==> src/rtl/bcd_display_scanner.sv <==
// Scans a captured 4-digit packed-BCD value onto one shared 7-segment decoder, one digit per slot.
// Optional macro LEADING_ZERO_BLANK_EN darkens leading-zero digits (digit 0 is always lit).
module bcd_display_scanner #(
    parameter int unsigned REFRESH_DIV = 50000,
    parameter int unsigned CNT_W       = 16
) (
    input  logic        clk,
    input  logic        rst,
    input  logic [15:0] data_in,
    input  logic        load,
    output logic [3:0]  bcd_out,
    output logic [3:0]  an,
    output logic        frame_done
);

    typedef enum logic [1:0] {D0 = 2'd0, D1 = 2'd1, D2 = 2'd2, D3 = 2'd3} scan_t;

    scan_t            state_q, state_d;
    logic [15:0]      shadow_q, shadow_d;
    logic [CNT_W-1:0] prescaler_q, prescaler_d;
    logic             tick;
    logic [3:0]       bcd_d, an_d;
    logic             frame_d;

    // The slot that starts on a tick sees a coincident load.
    assign shadow_d    = load ? data_in : shadow_q;
    assign tick        = (prescaler_q == CNT_W'(REFRESH_DIV - 1));
    assign prescaler_d = tick ? '0 : prescaler_q + 1'b1;

    always_ff @(posedge clk or posedge rst) begin
        if (rst) begin
            state_q     <= D0;
            shadow_q    <= '0;
            prescaler_q <= '0;
            bcd_out     <= 4'h0;
            an          <= 4'b1110;
            frame_done  <= 1'b0;
        end else begin
            state_q     <= state_d;
            shadow_q    <= shadow_d;
            prescaler_q <= prescaler_d;
            bcd_out     <= bcd_d;
            an          <= an_d;
            frame_done  <= frame_d;
        end
    end

    always_comb begin
        state_d = state_q;
        if (tick) begin
            unique case (state_q)
                D0:      state_d = D1;
                D1:      state_d = D2;
                D2:      state_d = D3;
                D3:      state_d = D0;
                default: state_d = D0;
            endcase
        end
    end

`ifdef LEADING_ZERO_BLANK_EN
    logic blank;

    // Dark when this digit and every digit to its left are zero.
    always_comb begin
        blank = 1'b0;
        unique case (state_d)
            D1:      blank = (shadow_d[15:4] == 12'h000);
            D2:      blank = (shadow_d[15:8] == 8'h00);
            D3:      blank = (shadow_d[15:12] == 4'h0);
            default: blank = 1'b0;
        endcase
    end
`endif

    always_comb begin
        bcd_d   = bcd_out;
        an_d    = an;
        frame_d = 1'b0;
        if (tick) begin
            bcd_d   = shadow_d[{state_d, 2'b00} +: 4];
            an_d    = ~(4'b0001 << state_d);
            frame_d = (state_q == D3);
`ifdef LEADING_ZERO_BLANK_EN
            if (blank) begin
                an_d = 4'b1111;
            end
`endif
        end
    end

endmodule

==> config.mk <==
export PLATFORM = sky130hd
export DESIGN_NAME = bcd_display_scanner
export DESIGN_NICKNAME = d
export VERILOG_FILES = /design/src/rtl/bcd_display_scanner.sv
export SDC_FILE = /design/constraint.sdc
export NUM_CORES = 1
export LEC_CHECK = 0
export ABC_AREA = 1
export ABC_CLOCK_PERIOD_IN_PS = 1800
export CAP_MARGIN = 0
export CORE_MARGIN = 2
export CORE_UTILIZATION = 54
export CTS_CLUSTER_DIAMETER = 120
export DETAILED_ROUTE_END_ITERATION = 6
export HOLD_SLACK_MARGIN = 0.1
export MAX_ROUTING_LAYER = met4
export PLACE_DENSITY_LB_ADDON = 0.2
export SLEW_MARGIN = 25
export SYNTH_ARGS = -nofsm -noshare
export SYNTH_HDL_FRONTEND = slang
export SYNTH_SLANG_ARGS = --single-unit
==> constraint.sdc <==
create_clock -name clk -period 1.8 [get_ports clk]
set_input_delay 0.36 -clock clk [delete_from_list [all_inputs] [get_ports clk]]
set_output_delay 0.36 -clock clk [all_outputs]
set_load 0.05 [all_outputs]
; ---- Yosys cells after proc, flatten, opt, wreduce, memory -nomap -nowiden
; Index checks and enable logic that the tools add are counted.
[totals]
register_bits = 43
input_bits = 19
word_cells = 20
[op_classes]
n_addsub = 1
n_eq_ne = 4
shift = 2
n_mux = 5
n_bitwise = 1
n_reduce_logical = 1
[ops]
columns = cell, count
row1 = 2-to-1 mux 16 bit, 2
row2 = "adder 16 x 1 -> 16 bit, second input constant", 1
row3 = "equality test 16 bit, second input constant", 1
row4 = variable part select 16 x 5 -> 4 bit, 1
row5 = one-hot mux 2 bit (4 select lines), 1
row6 = "equality test 2 bit, second input constant", 2
row7 = inverter 4 bit, 1
row8 = "<< shifter 1 x 2 -> 4 bit, first input constant", 1
row9 = "equality test 2 x 1 -> 1 bit, second input constant", 1
row10 = logical NOT 2 bit, 1
row11 = 2-to-1 mux 2 bit, 1
row12 = 2-to-1 mux 1 bit, 1

; ---- Depth between registers and ports, before layout
[logic_depth]
word_depth = 5
ltp_mapped = 12
ltp_nobuf = 12

; ---- Worst setup path after synthesis
; Ideal clock, no wire load.
[synth_timing]
kind = register to register
start = reg prescaler_q[0]
end = reg bcd_out[0]
t_arrival_ns = 1.442
t_required_ns = 1.682
slack_ns = 0.240
stages_incl_launch_ff = 12
synth_period_minus_slack_ns = 1.560
cell_sequence = dfrtp_1 > ha_1 > nand3_2 > nor2_1 > nand3_1 > buf_2 > nand3_1 > nand2_1 > nand2_1 > nand2_1 > nand2_1 > nand2_1
[synth_between]
elab_chain_len = 3
[synth_rtl]
columns = element, line_no
row1 = from (decl), 20  ; logic [CNT_W-1:0] prescaler_q, prescaler_d;
row2 = from (signal assigned), 41  ; prescaler_q <= prescaler_d;
row3 = equality test 16 bit (*), 27  ; assign tick = (prescaler_q == CNT_W'(REFRESH_DIV - 1));
row4 = 2-to-1 mux 2 bit, 50  ; if (tick) begin
row5 = variable part select 16 x 5 -> 4 bit, 81  ; bcd_d = shadow_d[{state_d, 2'b00} +: 4];
row6 = to (signal assigned), 35  ; bcd_out <= 4'h0;
row7 = to (signal assigned), 42  ; bcd_out <= bcd_d;
row8 = to (decl), 11  ; output logic [3:0] bcd_out,
; Every way passes the cells marked *; elsewhere a longest branch is shown, timed or not.
; A chain may end at the register's enable or synchronous reset.

; ---- Final worst setup path
[layout_timing]
start = reg state_q[0]
end = reg bcd_out[3]
[layout_between]
elab_chain_len = 4
elab_cells_between_ends = 7
cone_classes = 3 x eq/ne / 1 x shift / 2 x mux / 1 x reduce/logical
[layout_rtl]
columns = element, line_no
row1 = from (decl), 18  ; scan_t state_q, state_d;
row2 = from (signal assigned), 39  ; state_q <= state_d;
row3 = "equality test 2 bit, or another cell as far along", 51  ; unique case (state_q)
row4 = one-hot mux 2 bit (4 select lines), 51
row5 = 2-to-1 mux 2 bit (*), 50
row6 = variable part select 16 x 5 -> 4 bit (*), 81
; Marks and branches as above.

==> results_dict.tcl <==
set metrics [dict create \
    status "finished, final reports clean" \
    place_inst 317 \
    fin_hold_ws_ns 0.398 \
    cp.depth 12 \
    yosysTopAreaCell "dfrtp_1" \
    reg2reg_from "state_q[0]" \
    async_flop_share_pct 100 \
    gp_congestion 0.836 \
    end_kind "register" \
    grt_antenna_before_repair 0 \
    drv_slew 0 \
    setup_ws_ns 0.117 \
    critPathMostFrequentCell "nand2_1" \
    yosys_register_bits 43 \
    drive_above_1_share_pct 26.4 \
    pre_cts_ws_ns -0.0971 \
    utilization_pct 72.1 \
    cp_top_family "simple AND/OR/NAND/NOR gates" \
    slowest_stage "dfrtp_1" \
    worst-endpoint-required_ns 2.04 \
    ioPinCount 28 \
    synth_top_area_share_pct 46.9 \
    finalSetupTns_ns 0 \
    nets 302 \
    fin_crit_sh_pct 93.5 \
    overflow 0 \
    htree_num_levels 2 \
    r2r_end "bcd_out[3]" \
    rr_worst_depth 12 \
    grt_pass1_vias 1607 \
    start_util_pct 57.4 \
    power-per-cell-area_mw_per_mm2 723 \
    die_y_um 66.9 \
    multiInputGateArea_um2 957 \
    drv_cap 0 \
    fmax_mhz 594 \
    synth.distinct_cells 26 \
    antennaDiodeCount 0 \
    hold_path_class "input pin to async pin" \
    core_mm2 0.00372 \
    worst_pin_slew_ns 0.371 \
    final_common_cell "nand2_1" \
    vias 1715 \
    hpwl_um 3210 \
    yosys-top-cells-area "dfrtp_1 (47%), mux2_2 (8.4%), nand2_1 (8.4%)" \
    postSynthAreaPerCell_um2 9.04 \
    die_w_um 66.9 \
    postRouteAntennaNets 0 \
    fillers 285 \
    synth_flop_cell "dfrtp_1" \
    seq_area_frac_synth_pct 50.6 \
    grt_max_degree 26 \
    die_area_mm2 0.00447 \
    critPathArrivalTime_ns 1.92 \
    cp_cell_sequence "inv_1 > ha_1 > nor2_2 > inv_1 > nand3_1 > buf_4 > nand3_1 > nand2_1 > nand2_1 > nand2_1 > nand2_1 > nand2_1" \
    seqCellArea_mm2 0.00108 \
    drt_wl_total_um 4530 \
    fin_cells 328 \
    rows 22 \
    io_buffers 27 \
    initialDrtViolationCount 85 \
    critPathMaxStageDelay_ns 0.39 \
    crit_type "register to register" \
    finalCriticalPeriod_ns 1.68 \
    area_growth_pct 25.6 \
    syn_inst 236 \
    yosys_warnings 0 \
    synth-edff-count 0 \
    clockRootBuffer "clkbuf_8" \
    synth.cell_area_mm2 0.00213 \
    cts_buffers 5 \
    drc 0 \
    wire_per_inst_um 13.8 \
    rrSetupSlack_ns 0.12 \
    cp.buffers_inverters 3 \
    clock_skew_ns 0.00790 \
    mostFrequentLayoutCells "nand2_1 (48), dfrtp_1 (40), inv_1 (26)" \
    clk_pin_slew_ns 0.08 \
    drtPass1Iterations 4 \
    cts_tree "done" \
    start_kind "register" \
    relSlewSlack_pct 75.0 \
    syn-num-nets 259 \
    hold_viol 0 \
    grt_pass1_wl_um 7360 \
    cts_max_path_buffers 2 \
    grt_usage_pct 23.1 \
    p_leak_nw 1.33 \
    cts.sinks 43 \
    via_per_inst 5.23 \
    vdd_drop_max_v 0.000606 \
    setup_viol 0 \
    worst-path-max-fanout 11 \
    clock_latency_ns 0.30 \
]
cell type report:
cell class | count | area share, %
inverter | 30 | 4.25
sequential | 43 | 40.3
multi-input combinational | 160 | 35.7
tap | 48 | 2.24
clock buffer | 6 | 3.08
clock inverter | 2 | 1.31
timing repair buffer | 39 | 13.1
metal layers:
layer / global-route usage (%) / routed length (µm) / vias up
li1: - / - / 846
met1: 29.0 / 2020 / 825
met2: 37.3 / 2220 / 38
met3: 5.74 / 233 / 6
met4: 7.14 / 55 / 0
met5: - / 0 / -
sequential cells by signal (all words and copies together) (netlist names):
signal and cells:
an 4, bcd_out 4, frame_done 1, prescaler_q 16
shadow_q 16, state_q 2
synthesized netlist by cell type, types with 2 or more instances:
library cell / instances
a21oi_1: 5
a31oi_1: 2
buf_2: 3
dfrtp_1: 40
dfstp_2: 3
ha_1: 4
inv_1: 27
inv_2: 2
mux2_2: 16
nand2_1: 48
nand2_2: 7
nand3_1: 24
nand4_1: 4
nor2_1: 22
nor2_2: 3
nor2_4: 2
nor3_1: 4
o21ai_0: 8
xor2_1: 5
where the power goes:
group / total (W) / leakage [nW] / internal (W) / switching, W
clock network: 0.000772 / 0.0612 / 0.000449 / 0.000324
registers: 0.00101 / 0.518 / 0.00100 / 0.00000817
logic: 0.000155 / 0.755 / 0.0000878 / 0.0000672
worst register-to-register path: cells and delay by family, from the launching register on:
kind          cells  cell delay [ns]
simple gates      8             0.65
flops             1             0.39
buf+inv           3             0.36
fa+ha+maj         1             0.23
cells by family after synthesis:
kind of cell,after synthesis,share of synthesized area (%)
buffers and inverters,33,6.04
DFF,43,50.6
and+or+nand+nor,117,25.3
adders and majority gates,4,2.35
xor gates and xnor gates,5,2.05
muxes,16,8.45
AOI/OAI and AO/OA,18,5.16
timing repair:
action / 4_1_cts / 5_1_grt
buffers inserted: 0 / 3
hold buffers: 0 / 0
gates resized for setup: 0 / 10
setup endpoints to repair: 0 / 7
how the worst max path moves through the flow:
stage / slack (ns) / startpoint / endpoint
after floorplan: 0.24 / prescaler_q[0] / bcd_out[0]
after global placement: -0.08 / load / bcd_out[3]
after detailed placement: -0.1 / load / bcd_out[3]
after CTS: 0.07 / prescaler_q[0] / bcd_out[3]
after global routing: -0.05 / state_q[0] / bcd_out[3]
final: 0.12 / state_q[0] / bcd_out[3]
per-stage QoR:
step,total power [W],cell area [µm²]
floorplan,0.00111,2130
global placement,0.00118,2510
detailed placement,0.00118,2510
CTS,0.00196,2620
global route,0.00201,2680
finish,0.00194,2680
(Power assumes the default switching activity.)
